==> src/rtl/intra_dec_pkg.sv <==
// Shared types and constants for the intra-loop coefficient deserializer:
// zigzag scan table, component encodings and the per-block tag record.
package intra_dec_pkg;

    localparam int NCOEFF      = 16;
    // Tag record carries the default macroblock number width; narrower ports zero-extend into it.
    localparam int TAG_MBNUM_W = 32;

    typedef enum logic [1:0] {
        COMP_LUMA = 2'd0,
        COMP_CHB  = 2'd1,
        COMP_CHR  = 2'd2,
        COMP_BAD  = 2'd3
    } comp_e;

    // Raster position of the n-th coefficient in 4x4 zigzag scan order.
    localparam logic [3:0] ZZ [NCOEFF] = '{
        4'd0,  4'd1,  4'd4,  4'd8,  4'd5,  4'd2,  4'd3,  4'd6,
        4'd9,  4'd12, 4'd13, 4'd10, 4'd7,  4'd11, 4'd14, 4'd15
    };

    typedef struct packed {
        comp_e                  comp;
        logic [2:0]             mode;
        logic [TAG_MBNUM_W-1:0] mbnumber;
        logic [1:0]             quadrant;
        logic                   last;
    } blk_tag_t;

endpackage

==> src/rtl/coeff_bank.sv <==
// One ping-pong bank: 16 coefficients with indexed write and parallel read,
// plus the tag record of the block being assembled or held.
module coeff_bank
    import intra_dec_pkg::*;
#(
    parameter int COEFF_W = 8
) (
    input  logic                            clk,
    input  logic                            rst_n,
    input  logic                            coeff_we_i,
    input  logic [3:0]                      coeff_addr_i,
    input  logic [COEFF_W-1:0]              coeff_i,
    input  logic                            tag_we_i,
    input  blk_tag_t                        tag_i,
    output logic [NCOEFF-1:0][COEFF_W-1:0]  coeffs_o,
    output blk_tag_t                        tag_o
);

    logic [NCOEFF-1:0][COEFF_W-1:0] coeffs_q;
    blk_tag_t                       tag_q;

    // NOTE: storage is reset on purpose so an idle output presents all zeros and no stale data.
    always_ff @(posedge clk or negedge rst_n) begin
        if (!rst_n) begin
            coeffs_q <= '0;
            tag_q    <= '0;
        end else begin
            if (coeff_we_i) coeffs_q[coeff_addr_i] <= coeff_i;
            if (tag_we_i)   tag_q                  <= tag_i;
        end
    end

    assign coeffs_o = coeffs_q;
    assign tag_o    = tag_q;

endmodule

==> src/rtl/intra_coeff_deserializer.sv <==
// Receives zigzag-ordered 4x4 coefficient blocks over valid/ready, de-zigzags them
// into a two-bank ping-pong buffer and presents whole tagged blocks downstream.
module intra_coeff_deserializer
    import intra_dec_pkg::*;
#(
    parameter int COEFF_W = 8,
    parameter int MBNUM_W = 32
) (
    input  logic                            clk,
    input  logic                            reset,
    input  logic                            s_valid,
    output logic                            s_ready,
    input  logic [COEFF_W-1:0]              s_coeff,
    input  logic                            s_first,
    input  logic [1:0]                      s_comp,
    input  logic [2:0]                      s_mode,
    input  logic [MBNUM_W-1:0]              s_mbnumber,
    output logic                            m_valid,
    input  logic                            m_ready,
    output logic [NCOEFF-1:0][COEFF_W-1:0]  m_block,
    output logic [1:0]                      m_comp,
    output logic [2:0]                      m_mode,
    output logic [MBNUM_W-1:0]              m_mbnumber,
    output logic [1:0]                      m_quadrant,
    output logic                            m_last,
    output logic                            err_sync
);

    logic [1:0] full_q,     full_d;
    logic       wr_bank_q,  wr_bank_d;
    logic       rd_bank_q,  rd_bank_d;
    logic [3:0] idx_q,      idx_d;
    logic [1:0] qcnt_q,     qcnt_d;
    comp_e      lastc_q,    lastc_d;
    logic       drop_q,     drop_d;
    logic       err_sync_q, err_sync_d;

    logic       accept;
    logic       release_blk;
    logic [3:0] beat_idx;
    logic       coeff_we;
    logic       tag_we;
    blk_tag_t   tag_new;

    logic [NCOEFF-1:0][COEFF_W-1:0] bank_coeffs [2];
    blk_tag_t                       bank_tag    [2];
    blk_tag_t                       rd_tag;

    assign s_ready     = !full_q[wr_bank_q];
    assign m_valid     = full_q[rd_bank_q];
    assign accept      = s_valid && s_ready;
    assign release_blk = m_valid && m_ready;

    // NOTE: every variable gets a default before any branch, so no path can infer a latch.
    always_comb begin
        full_d     = full_q;
        wr_bank_d  = wr_bank_q;
        rd_bank_d  = rd_bank_q;
        idx_d      = idx_q;
        qcnt_d     = qcnt_q;
        lastc_d    = lastc_q;
        drop_d     = drop_q;
        err_sync_d = 1'b0;
        coeff_we   = 1'b0;
        tag_we     = 1'b0;
        beat_idx   = s_first ? 4'd0 : idx_q;
        tag_new    = '{comp:     comp_e'(s_comp),
                       mode:     s_mode,
                       mbnumber: TAG_MBNUM_W'(s_mbnumber),
                       quadrant: 2'd0,
                       last:     1'b1};

        if (release_blk) begin
            full_d[rd_bank_q] = 1'b0;
            rd_bank_d         = !rd_bank_q;
        end

        if (accept) begin
            if (drop_q) begin
                // Discarding an invalid-component block; idx wraps to 0 on its 16th beat.
                idx_d = idx_q + 4'd1;
                if (idx_q == 4'd15) drop_d = 1'b0;
            end else if (!s_first && idx_q == 4'd0) begin
                err_sync_d = 1'b1;
            end else if (s_first && comp_e'(s_comp) == COMP_BAD) begin
                err_sync_d = 1'b1;
                drop_d     = 1'b1;
                idx_d      = 4'd1;
            end else begin
                if (s_first) begin
                    err_sync_d = (idx_q != 4'd0);
                    tag_we     = 1'b1;
                    if (comp_e'(s_comp) != COMP_LUMA) begin
                        if (qcnt_q != 2'd0 && comp_e'(s_comp) != lastc_q) begin
                            err_sync_d   = 1'b1;
                            tag_new.last = 1'b0;
                            qcnt_d       = 2'd1;
                        end else begin
                            tag_new.quadrant = qcnt_q;
                            tag_new.last     = (qcnt_q == 2'd3);
                            qcnt_d           = qcnt_q + 2'd1;
                        end
                        lastc_d = comp_e'(s_comp);
                    end
                end
                coeff_we = 1'b1;
                idx_d    = beat_idx + 4'd1;
                if (beat_idx == 4'd15) begin
                    full_d[wr_bank_q] = 1'b1;
                    wr_bank_d         = !wr_bank_q;
                end
            end
        end
    end

    // NOTE: nonblocking assignments make every register sample pre-edge values, independent of order.
    always_ff @(posedge clk or negedge reset) begin
        if (!reset) begin
            full_q     <= 2'b00;
            wr_bank_q  <= 1'b0;
            rd_bank_q  <= 1'b0;
            idx_q      <= 4'd0;
            qcnt_q     <= 2'd0;
            lastc_q    <= COMP_LUMA;
            drop_q     <= 1'b0;
            err_sync_q <= 1'b0;
        end else begin
            full_q     <= full_d;
            wr_bank_q  <= wr_bank_d;
            rd_bank_q  <= rd_bank_d;
            idx_q      <= idx_d;
            qcnt_q     <= qcnt_d;
            lastc_q    <= lastc_d;
            drop_q     <= drop_d;
            err_sync_q <= err_sync_d;
        end
    end

    for (genvar b = 0; b < 2; b++) begin : g_bank
        coeff_bank #(
            .COEFF_W (COEFF_W)
        ) u_bank (
            .clk          (clk),
            .rst_n        (reset),
            .coeff_we_i   (coeff_we && (wr_bank_q == 1'(b))),
            .coeff_addr_i (ZZ[beat_idx]),
            .coeff_i      (s_coeff),
            .tag_we_i     (tag_we && (wr_bank_q == 1'(b))),
            .tag_i        (tag_new),
            .coeffs_o     (bank_coeffs[b]),
            .tag_o        (bank_tag[b])
        );
    end

    assign rd_tag     = bank_tag[rd_bank_q];
    assign m_block    = bank_coeffs[rd_bank_q];
    assign m_comp     = rd_tag.comp;
    assign m_mode     = rd_tag.mode;
    assign m_mbnumber = MBNUM_W'(rd_tag.mbnumber);
    assign m_quadrant = rd_tag.quadrant;
    assign m_last     = rd_tag.last;
    assign err_sync   = err_sync_q;

endmodule

==> config.mk <==
export PLATFORM = sky130hd
export DESIGN_NAME = intra_coeff_deserializer
export DESIGN_NICKNAME = d
export VERILOG_FILES = /design/src/rtl/intra_dec_pkg.sv /design/src/rtl/coeff_bank.sv /design/src/rtl/intra_coeff_deserializer.sv
export SDC_FILE = /design/constraint.sdc
export NUM_CORES = 1
export LEC_CHECK = 0
export BUFFER_PORTS_ARGS = -buffer_cell sky130_fd_sc_hd__buf_4
export CORE_MARGIN = 3
export CORE_UTILIZATION = 45
export CTS_CLUSTER_DIAMETER = 150
export DETAILED_ROUTE_END_ITERATION = 8
export PLACE_DENSITY_LB_ADDON = 0.25
export SYNTH_ARGS = -nofsm -noshare
export SYNTH_HDL_FRONTEND = slang
export SYNTH_HIERARCHICAL = 1
export SYNTH_SLANG_ARGS = --single-unit
==> constraint.sdc <==
create_clock -name clk -period 3.8 [get_ports clk]
set_input_delay 0.19 -clock clk [delete_from_list [all_inputs] [get_ports clk]]
set_output_delay 0.19 -clock clk [all_outputs]
set_load 0.03 [all_outputs]
# --- Word-level counts from Yosys, hierarchy flattened ---
# Memories as Yosys holds them, arrays and structs flattened.
# Cells that the tools add are included.
classes:
  addsub: 3
  n_mul: 0
  div_mod_pow: 0
  order_cmp: 8
  n_eq_ne: 6
  shift: 0
  muxes: 59
  bitwise_logic: 9
  n_reduce_logical: 23
ops:
  columns: ["op", "count"]
  rows:
  - ["two-way mux 128 bit", 3]
  - ["bitwise mux 128 bit", 2]
  - ["two-way mux 40 bit", 3]
  - ["demux 8 bit (select 4 bit)", 1]
  - ["two-way mux 1 bit", 27]
  - ["two-way mux 4 bit", 6]
  - ["two-way mux 3 bit", 6]
  - ["two-way mux 2 bit", 8]
  - ["logical AND 1 bit", 12]
  - ["adder 4 x 1 -> 4 bit (second input constant)", 2]
  - ["== test 4 bit (second input constant)", 2]
  - ["two-way mux 8 bit", 1]
  - ["AND reduction 6 bit", 1]
  - ["greater-or-equal comparator 5 bit (second input constant)", 1]
  - ["less-than comparator 4 x 5 -> 1 bit (second input constant)", 1]
  - ["inverter 4 -> 5 bit", 1]
  - ["AND reduction 5 bit", 1]
  - ["== test 2 bit (second input constant)", 2]
  - ["greater-or-equal comparator 4 x 1 -> 1 bit (second input constant)", 1]
  - ["zero test 1 bit", 4]
  - ["zero test 4 bit", 1]
  - ["less-than comparator 1 x 2 -> 1 bit (second input constant)", 2]
  - ["inverter 1 bit", 4]
  - ["nonzero test 2 bit", 2]
  - ["12 further kinds", 14]
totals:
  ff_bits: 350
  latch_bits: 0
  ramBits: 0
  romBits: 64
  inputBits: 50
  out_inout_bits: 171
  wordCells: 159
  memories: 1
memory_table:
  columns: ["memory", "words", "word_bits", "read_ports", "rd_clocked_by_memory_dff", "wr", "line_no", "rtl"]
  rows:
  - ["(name not given)", 16, 4, 1, 0, 0, "intra_coeff_deserializer.sv:146", ".coeff_addr_i (ZZ[beat_idx]),"]

# --- Logic depth before layout (Yosys ltp) ---
logic_depth:
  word_depth: 13
  mapped_depth: 12

# --- By module ---
# The synthesis kept the hierarchy.
by_module_without_submodules:
  columns: ["mod", "n_inst", "cells_each", "area_each_um2", "seq_area_each_um2"]
  rows:
  - ["coeff_bank", 2, 378, 6323.6, 4204.0]
  - ["intra_coeff_deserializer", 1, 325, 3148.0, 350.3]

# --- Worst setup path after synthesis ---
# Ideal clock, no wire load.
synth_path:
  path_kind: "register to register"
  start: "register wr_bank_q"
  end: "register g_bank[0].u_bank.coeffs_q (netlist bit g_bank[0].u_bank/coeffs_o[100])"
  setup_time_ps: 128
  arrival_time_ps: 2643
  path_slack_ps: 1029
  stages_incl_launch_ff: 8
  cell_sequence: "dfrtp_1 -> mux2i_2 -> nand2_1 -> nor4_1 -> nand3_1 -> or3_1 -> buf_2 -> mux2_1"
synth_via:
  elab_chain_cells: 6
  word_cells_on_any_way: 7
  cone_classes: "mux (3); bitwise (1); reduce/logical (3)"
synth_lines:
  columns: ["item", "line_no", "rtl"]
  rows:
  - ["start: declaration", "intra_coeff_deserializer.sv:30", "logic wr_bank_q, wr_bank_d;"]
  - ["start signal: assignment", "intra_coeff_deserializer.sv:129", "wr_bank_q <= wr_bank_d;"]
  - ["two-way mux 1 bit (not written as such) (2 in a row)", "intra_coeff_deserializer.sv:49", "assign s_ready = !full_q[wr_bank_q];"]
  - ["zero test 1 bit", "intra_coeff_deserializer.sv:49", null]
  - ["via s_ready", "intra_coeff_deserializer.sv:12", "output logic s_ready,"]
  - ["logical AND 1 bit", "intra_coeff_deserializer.sv:51", "assign accept = s_valid && s_ready;"]
  - ["two-way mux 1 bit", "intra_coeff_deserializer.sv:78", "if (accept) begin"]
  - ["logical AND 1 bit", "intra_coeff_deserializer.sv:145", ".coeff_we_i (coeff_we && (wr_bank_q == 1'(b))),"]
  - ["end signal: indexed assignment", "coeff_bank.sv:28", "if (coeff_we_i) coeffs_q[coeff_addr_i] <= coeff_i;"]
  - ["end: declaration", "coeff_bank.sv:19", "logic [NCOEFF-1:0][COEFF_W-1:0] coeffs_q;"]
# The timed path passes the listed nets, and every way through them passes these cells. The select of a mux whose other input is x is not followed.
# A chain may end at the register's enable or synchronous reset.

# --- Worst setup path after layout ---
layout_path:
  start: "register idx_q[0]"
  end: "register g_bank[1].u_bank.coeffs_q (netlist bit g_bank[1].u_bank/coeffs_o[65])"
layout_via:
  elab_chain_cells: 10
  word_cells_on_any_way: 17
  cone_classes: "order compare (2); mux (9); bitwise (1); reduce/logical (4); memory (1)"
layout_lines:
  columns: ["item", "line_no", "rtl"]
  rows:
  - ["start: declaration", "intra_coeff_deserializer.sv:32", "logic [3:0] idx_q, idx_d;"]
  - ["start signal: assignment", "intra_coeff_deserializer.sv:131", "idx_q <= idx_d;"]
  - ["two-way mux 4 bit", "intra_coeff_deserializer.sv:66", "beat_idx = s_first ? 4'd0 : idx_q;"]
  - ["inverter 4 -> 5 bit (not written as such)", "intra_coeff_deserializer.sv:146", null]
  - ["memory read (16 x 4 bit)", null, null]
  - ["two-way mux 4 bit (not written as such) (2 in a row)", "intra_coeff_deserializer.sv:146", null]
  - ["less-than comparator 4 x 5 -> 1 bit or greater-or-equal comparator 4 x 1 -> 1 bit (tied branches)", null, null]
  - ["logical AND 1 bit", null, null]
  - ["two-way mux 8 bit", null, null]
  - ["demux 8 bit (select 4 bit)", null, null]
  - ["bitwise mux 128 bit", "coeff_bank.sv:28", null]
  - ["end signal: indexed assignment", "coeff_bank.sv:28", null]
  - ["end: declaration", "coeff_bank.sv:19", null]
# Parallel ways exist; a longest one is shown, timed or not. The select of a mux whose other input is x is not followed.

==> results.md <==
* Outcome: complete, no violations
* Most used DFF post-synth: dfrtp_1
* Share of layout cells above drive strength 1 at 0.574
* R2R Path End: g_bank[1].u_bank/coeffs_o[65]$_DFFE_PN0P_
* First-pass GRT wire length at 58100 um
* H-tree lvl count at 2
* Initial antenna violation count at 0
* Final Hold Fails at 0
* Clock Path Buffers at 3
* Mapped Cells at 1081
* Final period util at 0.823
* CP arrival at roughly 3.5 ns
* Slew at the pin closest to its max-slew limit at 0.974 ns
* Post_cts resized at 0
* EDFF count, synth at 0
* Top routing layer in use: met4
* Antenna Cells at 0
* Max Slew Vio Count at 0
* Min Hold Slack at 0.0461 ns
* CP startpoint kind: flop
* Antenna viol nets, final at 0
* Largest stage delay, worst path at 0.58 ns
* Largest cells by area after synthesis: dfrtp_1, mux2_2, mux2_1
* CTS buffer count at 39
* Die W at 193 um
* Total leakage power at ~10 nW
* Pwr dens at 566 nW/um^2
* Startpoint of the worst-slack reg-to-reg timing path: idx_q[0]$_DFFE_PN0P_
* DRT Pass-1 Iters at 4
* Vias at between 9000 and 10000
* Die area at 37400 sq um
* Fmax at about 320 MHz
* Syn nets at 1143
* Register area share after synthesis at 0.554
* Area occupied by multi-input gates at 6750 sq um
* Count of cell types in the netlist at 44
* Worst r2r path cells at 9
* # clock sinks at between 300 and 400
* Placed cells at roughly 1700
* Stages on worst setup path at 9
* Via/cell ratio at 5.29
* Synth top area share at 0.554
* Yosys top cell by area: dfrtp_1
* Register bit total from synthesis at 350
* Core Region at 34000 sq um
* Root buf cell: clkbuf_16
* Final Skew at 0.00746 ns
* Starting DRT DRC Count at between 400 and 500
* Clock slew at reported path FFs at 0.06 ns
* Crit-path slowest cell: or3_1
* Starting Density at 0.464
* HPWL Detailed at 23100 um
* Buf/Inv on CP at 1
* Routed WL per cell at 19.9 um
* Die H at 193 um
* Met3 Wirelength at 1770 um
* Most frequent CP cell: ha_1
* Final-stage net count at roughly 1400
* Mapped Avg Cell Area at 14.6 sq um
* RSZ-0062 raised after global routing: no
* VDD IR max at 0.000319 V
* Worst skew pair latency at 0.51 ns
* Setup CP Type: flop to flop
* Max-Cap Viols at 0
* Cell Count, Final, Fillers Out at ~1800
* Post-layout util at 0.577
* Grt total ovfl at 0
* Final wirelength at roughly 36000 um
* GRT Util Overall at 0.190
* Number of global-route vias before repair at 10200
* Post-CTS Setup Repair Bufs at 0
* # DRC at 0
* Most common cell after layout, fill and taps aside: mux2_2
* Commonest non-fill, non-tap cells in the layout: mux2_2, dfrtp_1, buf_4
* Row cnt at 67
* Setup TNS at 0 ns
* Top cell family by delay on the critical path: simple AND/OR/NAND/NOR gates
* Metal2 WL at 17200 um
* CTS tree: yes
* Post-Route M1 WL at 16300 um
* Cell Area, Synth at 15800 sq um
* R2R setup slack at 0.67 ns
* Crit-path cells: nand2b_1, inv_1, ha_1, ha_1, nor2_1, a31oi_1, nand3b_1, or3_1, mux2_1
* Worst Path Required at 4.19 ns
* I/O Pins at 221
* Fin crit period at 3.13 ns
* Area delta synth->final at 24.4%
* Input/output buffers at 220
* Pin count of the biggest net entering global routing at 124
* # setup viols final at 0
* Final Wtd Congestion at 0.756
* Critical path capture point type: flop
* Worst-path fanout max at 8
* Filler Cells Inserted at approximately 2700
* Crit path to: g_bank[1].u_bank/coeffs_o[65]$_DFFE_PN0P_
* Critical Path Source: idx_q[0]$_DFFE_PN0P_
* HP Class: input pin to flop
* Slew HR at 0.351
* Synth Warn # at 6
* Async SR Flop Fraction at 1.00
* Register area at 8760 sq um
-- flip-flops by register name, summed over array words and instances, names as in the netlist --
signal,flops
rd_bank_q,1
qcnt_q,2
lastc_q,2
wr_bank_q,1
drop_q,1
full_q,2
g_bank.u_bank/coeffs_o,256
err_sync,1
idx_q,4
g_bank.u_bank/tag_o,80
-- timing repair --
| item | in CTS | in global routing |
|---|---|---|
| hold endpoints to repair | 190 | 0 |
| setup endpoints to repair | 0 | 0 |
| hold buffers | 37 | 0 |
-- stage by stage --
step	power, mW	cell area, sq um	setup slack, ns
6_report	11.1	19600	0.671
5_1_grt	11.7	19600	0.380
4_1_cts	11.3	19600	0.680
3_5_place_dp	7.34	17900	0.696
3_3_place_gp	7.24	17900	0.762
2_1_floorplan	6.58	15800	1.03
-- logic make-up after synthesis --
logic type | Yosys count | synth area share
xor gates and xnor gates | 5 | 0.00277
DFF | 350 | 0.554
buffers and inverters | 73 | 0.0196
and+or+nand+nor | 99 | 0.0363
muxes | 510 | 0.364
AOI/OAI and AO/OA | 32 | 0.0139
adders and majority gates | 12 | 0.00951
-- synth_stat cells, drive strengths merged, types with 3 or more instances --
cell    count
o21ai       7
mux2      506
and3        5
nand3       5
nand2      16
a21oi       7
nor3b       5
nor4        4
nor2       31
or3         6
a31oi       3
inv        11
xnor2       4
mux2i       4
nor3        4
nand2b     10
a211oi      4
clkbuf     28
buf        34
nand3b      8
dfrtp     350
ha         12
-- power breakdown --
part           internal, mW  switching, mW
Combinational          1.15           1.10
Sequential             4.58          0.455
Clock                  2.38           1.45
Total                  8.11           3.01
-- worst min path at each step --
stage            start                                     to  slack [ns]  depth (start not counted)
3_3_place_gp     reset  g_bank[1].u_bank/tag_o[4]$_DFFE_PN0P_        0.37                          1
6_report       s_first                     err_sync$_DFF_PN0_        0.05                          3
2_1_floorplan    reset                     drop_q$_DFFE_PN0P_       -0.11                          0
5_1_grt        s_first                     err_sync$_DFF_PN0_        0.06                          3
3_5_place_dp     reset  g_bank[1].u_bank/tag_o[4]$_DFFE_PN0P_        0.38                          1
4_1_cts        s_first                     err_sync$_DFF_PN0_        0.02                          3
-- tightest hold or removal path, delay by kind of cell --
kind | cells | cell delay, ns
and+or+nand+nor | 2 | 0.16
buffers and inverters | 1 | 0.16
-- routing by layer --
| layer | global-route usage | vias to the layer above |
|---|---|---|
| li1 | - | 4388 |
| met1 | 0.262 | 4953 |
| met2 | 0.312 | 196 |
| met3 | 0.0412 | 49 |
| met4 | 0.0455 | 0 |
| met5 | 0 | - |
-- area by class of cell --
type / count / area share
clock buffer: 62 / 0.0613
sequential: 350 / 0.446
tap: 448 / 0.0285
multi-input combinational: 658 / 0.344
timing repair buffer: 273 / 0.112
clock inverter: 9 / 0.00643
inverter: 11 / 0.00210
Power figures use the tool's default switching activity.
